[config.mk]
export PLATFORM = sky130hd
export DESIGN_NAME = uart_frame_parser_flat
export DESIGN_NICKNAME = d
export VERILOG_FILES = /design/src/rtl/uart_frame_parser_if.sv /design/src/rtl/uart_frame_parser.sv /design/src/flat_wrapper.sv
export SDC_FILE = /design/constraint.sdc
export NUM_CORES = 1
export LEC_CHECK = 0
export CORE_MARGIN = 2
export CORE_UTILIZATION = 40
export DETAILED_ROUTE_END_ITERATION = 6
export PLACE_DENSITY_LB_ADDON = 0.3
export SETUP_SLACK_MARGIN = 0.15
export SYNTH_ARGS = -nofsm -noshare
export SYNTH_HDL_FRONTEND = slang
export SYNTH_SLANG_ARGS = --single-unit
[constraint.sdc]
create_clock -name clk -period 3.1 [get_ports clk]
set_input_delay 0.465 -clock clk [delete_from_list [all_inputs] [get_ports clk]]
set_output_delay 0.465 -clock clk [all_outputs]
set_load 0.005 [all_outputs]
[src/rtl/uart_frame_parser_if.sv]
// rtl/uart_frame_parser_if.sv - byte input and frame output bundle for uart_frame_parser
interface uart_frame_parser_if #(
  parameter int DATA_WIDTH  = 8,
  parameter int MAX_PAYLOAD = 16
);
  localparam int LEN_W  = $clog2(MAX_PAYLOAD + 1);
  localparam int ADDR_W = $clog2(MAX_PAYLOAD);

  logic [DATA_WIDTH-1:0] rx_data;
  logic                  rx_valid;
  logic                  rx_ready;
  logic [DATA_WIDTH-1:0] frm_cmd;
  logic [LEN_W-1:0]      frm_len;
  logic [ADDR_W-1:0]     frm_rd_addr;
  logic [DATA_WIDTH-1:0] frm_rd_data;
  logic                  frm_valid;
  logic                  frm_ack;
  logic                  frm_err;
  logic [1:0]            err_code;

  modport master (
    output rx_data, rx_valid, frm_rd_addr, frm_ack,
    input  rx_ready, frm_cmd, frm_len, frm_rd_data, frm_valid, frm_err, err_code
  );

  modport slave (
    input  rx_data, rx_valid, frm_rd_addr, frm_ack,
    output rx_ready, frm_cmd, frm_len, frm_rd_data, frm_valid, frm_err, err_code
  );
endinterface

[src/rtl/uart_frame_parser.sv]
// rtl/uart_frame_parser.sv - parses SYNC/CMD/LEN/payload/XOR-checksum frames from a byte stream
// and holds each good frame until the consumer acknowledges it.
module uart_frame_parser #(
  parameter int                    DATA_WIDTH     = 8,
  parameter int                    MAX_PAYLOAD    = 16,
  parameter logic [DATA_WIDTH-1:0] SYNC_BYTE      = 8'hA5,
  parameter int                    TIMEOUT_CYCLES = 100_000
) (
  input logic                clk,
  input logic                rstn,
  uart_frame_parser_if.slave bus
);
  localparam int LEN_W  = $clog2(MAX_PAYLOAD + 1);
  localparam int ADDR_W = $clog2(MAX_PAYLOAD);
  localparam int GAP_W  = $clog2(TIMEOUT_CYCLES + 1);

  localparam logic [GAP_W-1:0]      GAP_LAST    = GAP_W'(TIMEOUT_CYCLES - 1);
  localparam logic [DATA_WIDTH-1:0] MAX_LEN     = DATA_WIDTH'(MAX_PAYLOAD);
  localparam logic [1:0]            ERR_CHK     = 2'b01;
  localparam logic [1:0]            ERR_LEN     = 2'b10;
  localparam logic [1:0]            ERR_TIMEOUT = 2'b11;

  typedef enum logic [2:0] {IDLE, CMD, LEN, PAYLOAD, CHK, HOLD} state_t;

  state_t                state_q;
  state_t                state_d;
  logic [GAP_W-1:0]      gap_q;
  logic [DATA_WIDTH-1:0] xor_q;
  logic [DATA_WIDTH-1:0] cmd_q;
  logic [LEN_W-1:0]      len_q;
  logic [LEN_W-1:0]      idx_q;
  logic [DATA_WIDTH-1:0] frm_cmd_q;
  logic [LEN_W-1:0]      frm_len_q;
  logic                  frm_err_q;
  logic [1:0]            err_code_q;
  logic [DATA_WIDTH-1:0] buf_mem [MAX_PAYLOAD];

  logic       ready;
  logic       accept;
  logic       in_frame;
  logic       timeout_hit;
  logic       ld_cmd;
  logic       ld_len;
  logic       wr_pay;
  logic       commit;
  logic       err_det;
  logic [1:0] err_code_d;

  assign ready       = (state_q != HOLD);
  assign accept      = bus.rx_valid && ready;
  assign in_frame    = (state_q == CMD) || (state_q == LEN) || (state_q == PAYLOAD) || (state_q == CHK);
  // An accepted byte always beats a timeout that would expire in the same cycle.
  assign timeout_hit = in_frame && !accept && (gap_q == GAP_LAST);

  always_ff @(posedge clk or negedge rstn) begin
    if (!rstn) begin
      state_q <= IDLE;
    end else begin
      state_q <= state_d;
    end
  end

  always_comb begin
    state_d    = state_q;
    ld_cmd     = 1'b0;
    ld_len     = 1'b0;
    wr_pay     = 1'b0;
    commit     = 1'b0;
    err_det    = 1'b0;
    err_code_d = 2'b00;
    case (state_q)
      IDLE: begin
        if (accept && (bus.rx_data == SYNC_BYTE)) begin
          state_d = CMD;
        end
      end
      CMD: begin
        if (accept) begin
          ld_cmd  = 1'b1;
          state_d = LEN;
        end
      end
      LEN: begin
        if (accept) begin
          if (bus.rx_data > MAX_LEN) begin
            err_det    = 1'b1;
            err_code_d = ERR_LEN;
            state_d    = IDLE;
          end else begin
            ld_len  = 1'b1;
            state_d = (bus.rx_data == '0) ? CHK : PAYLOAD;
          end
        end
      end
      PAYLOAD: begin
        if (accept) begin
          wr_pay = 1'b1;
          if (idx_q == len_q - LEN_W'(1)) begin
            state_d = CHK;
          end
        end
      end
      CHK: begin
        if (accept) begin
          if (bus.rx_data == xor_q) begin
            commit  = 1'b1;
            state_d = HOLD;
          end else begin
            err_det    = 1'b1;
            err_code_d = ERR_CHK;
            state_d    = IDLE;
          end
        end
      end
      HOLD: begin
        if (bus.frm_ack) begin
          state_d = IDLE;
        end
      end
      default: state_d = IDLE;
    endcase
    if (timeout_hit) begin
      err_det    = 1'b1;
      err_code_d = ERR_TIMEOUT;
      state_d    = IDLE;
    end
  end

  always_ff @(posedge clk or negedge rstn) begin
    if (!rstn) begin
      gap_q      <= '0;
      xor_q      <= '0;
      cmd_q      <= '0;
      len_q      <= '0;
      idx_q      <= '0;
      frm_cmd_q  <= '0;
      frm_len_q  <= '0;
      frm_err_q  <= 1'b0;
      err_code_q <= 2'b00;
    end else begin
      frm_err_q <= err_det;
      if (err_det) begin
        err_code_q <= err_code_d;
      end
      if (accept || timeout_hit || !in_frame) begin
        gap_q <= '0;
      end else begin
        gap_q <= gap_q + GAP_W'(1);
      end
      if (ld_cmd) begin
        cmd_q <= bus.rx_data;
        xor_q <= bus.rx_data;
      end
      if (ld_len) begin
        len_q <= bus.rx_data[LEN_W-1:0];
        idx_q <= '0;
        xor_q <= xor_q ^ bus.rx_data;
      end
      if (wr_pay) begin
        idx_q <= idx_q + LEN_W'(1);
        xor_q <= xor_q ^ bus.rx_data;
      end
      // Published frame fields only change on a fully verified frame.
      if (commit) begin
        frm_cmd_q <= cmd_q;
        frm_len_q <= len_q;
      end
    end
  end

  always_ff @(posedge clk) begin
    if (wr_pay) begin
      buf_mem[idx_q[ADDR_W-1:0]] <= bus.rx_data;
    end
  end

  assign bus.rx_ready    = ready;
  assign bus.frm_valid   = (state_q == HOLD);
  assign bus.frm_cmd     = frm_cmd_q;
  assign bus.frm_len     = frm_len_q;
  assign bus.frm_err     = frm_err_q;
  assign bus.err_code    = err_code_q;
  assign bus.frm_rd_data = buf_mem[bus.frm_rd_addr];
endmodule

[src/flat_wrapper.sv]
// flat-port wrapper written by rule: the top's interface ports become plain ports
module uart_frame_parser_flat 
#(
  parameter int                    DATA_WIDTH     = 8,
  parameter int                    MAX_PAYLOAD    = 16,
  parameter logic [DATA_WIDTH-1:0] SYNC_BYTE      = 8'hA5,
  parameter int                    TIMEOUT_CYCLES = 100_000
)
  (clk, rstn, bus_rx_data, bus_rx_valid, bus_frm_rd_addr, bus_frm_ack, bus_rx_ready, bus_frm_cmd, bus_frm_len, bus_frm_rd_data, bus_frm_valid, bus_frm_err, bus_err_code);
  uart_frame_parser_if #(.DATA_WIDTH(DATA_WIDTH), .MAX_PAYLOAD(MAX_PAYLOAD)) bus_i ();
  input logic clk;
  input logic rstn;
  input wire logic [$bits(bus_i.rx_data)-1:0] bus_rx_data;
  input wire logic [$bits(bus_i.rx_valid)-1:0] bus_rx_valid;
  input wire logic [$bits(bus_i.frm_rd_addr)-1:0] bus_frm_rd_addr;
  input wire logic [$bits(bus_i.frm_ack)-1:0] bus_frm_ack;
  output wire logic [$bits(bus_i.rx_ready)-1:0] bus_rx_ready;
  output wire logic [$bits(bus_i.frm_cmd)-1:0] bus_frm_cmd;
  output wire logic [$bits(bus_i.frm_len)-1:0] bus_frm_len;
  output wire logic [$bits(bus_i.frm_rd_data)-1:0] bus_frm_rd_data;
  output wire logic [$bits(bus_i.frm_valid)-1:0] bus_frm_valid;
  output wire logic [$bits(bus_i.frm_err)-1:0] bus_frm_err;
  output wire logic [$bits(bus_i.err_code)-1:0] bus_err_code;
  assign bus_i.rx_data = bus_rx_data;
  assign bus_i.rx_valid = bus_rx_valid;
  assign bus_i.frm_rd_addr = bus_frm_rd_addr;
  assign bus_i.frm_ack = bus_frm_ack;
  assign bus_rx_ready = bus_i.rx_ready;
  assign bus_frm_cmd = bus_i.frm_cmd;
  assign bus_frm_len = bus_i.frm_len;
  assign bus_frm_rd_data = bus_i.frm_rd_data;
  assign bus_frm_valid = bus_i.frm_valid;
  assign bus_frm_err = bus_i.frm_err;
  assign bus_err_code = bus_i.err_code;
  uart_frame_parser #(.DATA_WIDTH(DATA_WIDTH), .MAX_PAYLOAD(MAX_PAYLOAD), .SYNC_BYTE(SYNC_BYTE), .TIMEOUT_CYCLES(TIMEOUT_CYCLES)) u_core (.clk(clk), .rstn(rstn), .bus(bus_i));
endmodule
# Yosys cells after proc, flatten, opt, wreduce, memory -nomap -nowiden
# Memories as Yosys holds them, arrays and structs flattened.
# Index checks and enable logic that the tools add are counted.
# Widths: inputs -> output; s select.
[classes]
n_addsub = 3
magnitude_cmp = 1
eq_ne = 17
mux = 41
n_bitwise = 1
reduce_logical = 16
[ops]
columns = ["op", "count"]
rows = [
  ["$mux 3", 11],
  ["$mux 8", 3],
  ["$pmux 3 s6", 1],
  ["$add 17x1->17 const B", 1],
  ["$eq 17x17->1 const B", 1],
  ["$mux 1", 17],
  ["$mux 17", 1],
  ["$ne 3x1->1 const B", 5],
  ["$mux 5", 2],
  ["$eq 8x8->1", 1],
  ["$eq 8x8->1 const B", 1],
  ["$gt 8x5->1 const B", 1],
  ["$logic_not 8->1", 1],
  ["$mux 2", 4],
  ["$xor 8x8->8", 1],
  ["$reduce_and 7->1", 1],
  ["$eq 3x2->1 const B", 2],
  ["$eq 3x3->1 const B", 2],
  ["$ne 3x2->1 const B", 2],
  ["$add 5x1->5 const B", 1],
  ["$eq 5x5->1", 1],
  ["$logic_or 1x1->1", 5],
  ["$sub 5x1->5 const B", 1],
  ["$logic_and 1x1->1", 4],
  ["8 further kinds", 9],
]
[word_totals]
ff_bits = 62
ram_bits = 128
n_memories = 1
[mem_list]
columns = ["name", "words", "width", "rd", "rd_ports_with_merged_regs", "wr", "line_no", "source"]
rows = [
  ["u_core.buf_mem", 16, 8, 1, 0, 1, "uart_frame_parser.sv:36", "logic [DATA_WIDTH-1:0] buf_mem [MAX_PAYLOAD];"],
]

# Depth between registers and ports, before layout
[depth]
word_depth = 9
mapped_depth = 8
mapped_depth_nobuf = 7

# Worst setup path before layout
# OpenSTA, ideal clock, no wires.
[synth_timing]
path_type = "input-to-output"
startpoint = "input port bus_frm_rd_addr[0]"
endpoint = "output port bus_frm_rd_data[0]"
arrival_ns = 1.978
t_required_ns = 2.635
setup_slack_ns = 0.657
stages = 4
n_path_buf = 2
cell_sequence = "clkbuf_1 -> buf_2 -> mux4_2 -> mux4_2"
[synth_between]
elab_chain_cells = 1
[synth_lines]
columns = ["item", "line_no", "source"]
rows = [
  ["start, declared", "flat_wrapper.sv:15", "input wire logic [$bits(bus_i.frm_rd_addr)-1:0] bus_frm_rd_addr;"],
  ["$mem_v2 16x8", "-", ""],
  ["end, declared", "flat_wrapper.sv:20", "output wire logic [$bits(bus_i.frm_rd_data)-1:0] bus_frm_rd_data;"],
]
# Every way passes these cells.

# Worst setup path after layout
# Ends and elaborated chain as after synthesis.

==> flow_summary.json <==
{
  "worst-path-max-fanout": 32,
  "grt.overflow.total": 0,
  "power_frac_comb_pct": 15.4,
  "r2r-end": "u_core.buf_mem[11][1]$_DFFE_PP_",
  "areaGrowthSynthToFinish_pct": 19.04,
  "worst-setup-path-type": "input pin to output pin",
  "fin_setup_tns_ns": 0,
  "switching_power_mw": 1.824,
  "vias": 4579,
  "cp.arrival_ns": 2.37,
  "cp_top_family": "multiplexers",
  "drtAntennaViolNets": 0,
  "ctsHoldBuffers": 0,
  "drive_above_1_share_pct": 22.22,
  "slew_viol_final": 0,
  "tightest_slew_ns": 0.8260,
  "rsz0062_at_grt": "false",
  "design.core.area_sq_um": 19590,
  "skew_ns": 0.01339,
  "grt_usage_pct": 17.20,
  "synth-seq-cells": 190,
  "syn-cell-area_sq_um": 8043,
  "regToRegSetupSlack_ns": 0.69,
  "finalInstanceArea_sq_um": 9574,
  "post-route-period-util_pct": 91.43,
  "numClockSinks": 190,
  "synth_top_cell_by_area": "edfxtp_1",
  "rr_startpoint": "u_core.state_q[0]$_DFFE_PN0P_",
  "yosysSeqAreaShare_pct": 67.08,
  "dieArea_sq_um": 21260,
  "p_sw_share_pct": 28.90,
  "clock_latency_ns": 0.45,
  "wl_per_cell_um": 19.98,
  "start_kind": "input pin",
  "worstPathRequired_ns": 2.63,
  "start_util_pct": 41.06,
  "ir_drop_uv": 393.1,
  "synth_cells": 509,
  "grt_max_degree": 63,
  "cts_resized": 1,
  "post_cts_buffers": 0,
  "synthDistinctLibCells": 49,
  "period_needed_ns": 2.834,
  "cpMostUsedCell": "mux4_2",
  "postSynthAreaPerCell_sq_um": 15.80,
  "ctsLongestPathBuffers": 2,
  "numCtsBuffers": 17,
  "ios": 42,
  "clkTransAtPathRegs_ns": 0.08,
  "r2r_cells": 4,
  "slowest_stage": "mux4_2",
  "clkPwrFrac_pct": 35.0,
  "antenna_found_initial": 0,
  "crit_path_cell_trace": "buf_2 > buf_12 > mux4_2 > mux4_2 > clkdlybuf4s50_1",
  "slowest_delay_ns": 0.55,
  "setup_violations": 0,
  "layout.nets": 603,
  "crit_buf_inv": 3,
  "place_congestion": 0.7938,
  "final_hold_viol_count": 0,
  "die_w_um": 145.8,
  "maxCapViolCount": 0,
  "synth_nets": 531,
  "dr.pass1.iters": 4,
  "synthTopCellsByArea": "edfxtp_1 (48%), dfrtp_1 (19%), mux4_2 (11%), nand2_1 (2.2%), mux2_2 (1.8%)",
  "drc": 0,
  "fp-row-count": 51,
  "critPathCapture": "bus_frm_rd_data[0]",
  "power_density_nw_per_um2": 659.0,
  "routed_via_density": 5.331,
  "grt_pass1_wl_mm": 27.57,
  "seqPwrFrac_pct": 49.6,
  "ys.flop_type": "edfxtp_1",
  "cp.depth": 5,
  "n_antenna_cell": 0,
  "place_area_sq_um": 8932,
  "hp-class": "input pin to async pin",
  "clock.fmax_mhz": 352.8,
  "grt_pass1_vias": 4776,
  "die_h_um": 145.8,
  "cp-end-kind": "output pin",
  "p_leak_nw": 3.508,
  "synth_top_area_share_pct": 47.79,
  "drt-total-wl_mm": 17.16,
  "htreeDepth": 4,
  "status": "finished, final reports clean",
  "synth_edf_count": 128,
  "yosys_warnings": 0,
  "fillers": 1646,
  "cts_tree": "done",
  "drtIter0Drc": 385,
  "crit_path_start": "bus_frm_rd_addr[0]",
  "power.internal_mw": 4.486,
  "io_buffers": 41,
  "root_buffer": "clkbuf_16",
  "max-slew-margin-rel_pct": 44.93,
  "synthArstFlopShare_pct": 32.63,
  "hpwl_mm": 11.37
}
[stage by stage]
step                      util (%)  std cells  total power, mW  setup slack, ns  hold slack (ns)
after CTS                    48.87        859            6.362           0.2348           0.2072
after global routing         48.87        859            6.606           0.1733           0.2463
final                        48.87        859            6.309           0.2655           0.1545
after floorplan                  -        509            3.813           0.6565           0.1694
after detailed placement     45.60        826            4.152          0.09686           0.4443
after global placement       45.60        826            4.110           0.1291           0.4355
[power by group through the flow]
stage / registers, mW / logic, mW / clock network, mW
3_5_place_dp: 3.18 / 0.969 / 0
5_1_grt: 3.17 / 1.09 / 2.35
3_3_place_gp: 3.17 / 0.936 / 0
2_1_floorplan: 3.10 / 0.710 / 0
4_1_cts: 3.13 / 0.981 / 2.25
6_report: 3.13 / 0.971 / 2.21
[cell usage in the layout (no fill, tap or decap), types with 3 or more instances in the layout]
| cell type | netlist | layout |
|---|---|---|
| nand4_1 | 5 | 5 |
| dfrtp_1 | 62 | 62 |
| mux2_4 | 4 | 4 |
| clkdlybuf4s50_1 | 0 | 38 |
| clkinv_8 | 0 | 5 |
| edfxtp_1 | 128 | 128 |
| and3_1 | 4 | 4 |
| nand3b_1 | 4 | 4 |
| nor3_1 | 9 | 9 |
| nor2_1 | 30 | 30 |
| buf_4 | 1 | 31 |
| a31oi_1 | 3 | 3 |
| mux2i_1 | 9 | 9 |
| xnor2_1 | 16 | 16 |
| and2_1 | 6 | 6 |
| nand2_1 | 47 | 47 |
| clkbuf_16 | 0 | 17 |
| mux2_2 | 13 | 13 |
| or3_1 | 4 | 4 |
| ha_1 | 6 | 6 |
| o21ai_0 | 9 | 9 |
| inv_1 | 13 | 13 |
| xor2_1 | 13 | 13 |
| nor2b_1 | 5 | 5 |
| nand3_1 | 9 | 9 |
| inv_8 | 0 | 5 |
| a21oi_1 | 17 | 17 |
| nor4_1 | 6 | 6 |
| mux4_2 | 40 | 40 |
[synth_stat cells (3+ instances only)]
library cell	count
nor4_1	6
or3_1	4
inv_1	13
nand2_1	47
nor2b_1	5
mux2i_1	9
mux2_4	4
nor2_1	30
edfxtp_1	128
ha_1	6
a31oi_1	3
buf_2	5
nor3_1	9
mux4_2	40
o21ai_0	9
buf_6	3
and2_1	6
mux2_2	13
xor2_1	13
dfrtp_1	62
and3_1	4
nand4_1	5
xnor2_1	16
a21oi_1	17
clkbuf_1	11
nand3b_1	4
nand3_1	9
[worst register-to-register path, delay by kind of cell, from the launching register on]
kind / cells / cell delay (ns)
DFF: 1 / 0.56
and+or+nand+nor: 4 / 1.48
[area by class of cell]
type | count | area [sq um] | share of cell area (%)
timing repair buffer | 75 | 704.4 | 7.358
multi-input combinational | 284 | 2484 | 25.94
clock buffer | 17 | 425.4 | 4.443
clock inverter | 15 | 185.2 | 1.934
sequential | 190 | 5395 | 56.35
inverter | 13 | 48.80 | 0.5097
tap | 265 | 331.6 | 3.463
[sequential cells by signal, summed over array words and instances (netlist names)]
register             count
u_core.idx_q             5
u_core.buf_mem         128
u_core.xor_q             8
u_core.bus.frm_cmd       8
u_core.gap_q            17
u_core.state_q           3
u_core.bus.frm_err       1
u_core.bus.err_code      2
u_core.len_q             5
u_core.cmd_q             8
u_core.bus.frm_len       5
[cell families (layout without fill, tap and decap cells)]
group / Yosys count / in the layout / share of synthesized area (%)
multiplexers: 66 / 66 / 14.89
buffers and inverters: 35 / 120 / 2.038
adder cells (fa/ha/maj): 6 / 6 / 0.9334
XOR/XNOR: 29 / 29 / 3.158
flip-flops: 190 / 190 / 67.08
AO/OA/AOI/OAI: 41 / 41 / 3.205
AND/OR/NAND/NOR: 142 / 142 / 8.696
[worst min path at each step]
stage,from,endpoint,cells past startpoint
after global placement,u_core.gap_q[0]$_DFF_PN0_,u_core.gap_q[0]$_DFF_PN0_,1
final,rstn,u_core.gap_q[8]$_DFF_PN0_,2
after global routing,rstn,u_core.gap_q[8]$_DFF_PN0_,2
after CTS,rstn,u_core.gap_q[8]$_DFF_PN0_,2
after floorplan,rstn,u_core.bus.err_code[0]$_DFFE_PN0P_,0
after detailed placement,u_core.gap_q[0]$_DFF_PN0_,u_core.gap_q[0]$_DFF_PN0_,1
[routing by layer]
metal	global-route usage [%]	wire, um	share of wire [%]
met3	3.386	631	3.7
met1	22.28	7462	43
met2	28.99	8724	51
met5	0	0	0
met4	6.127	344	2.0
Power figures use the tool's default switching activity.
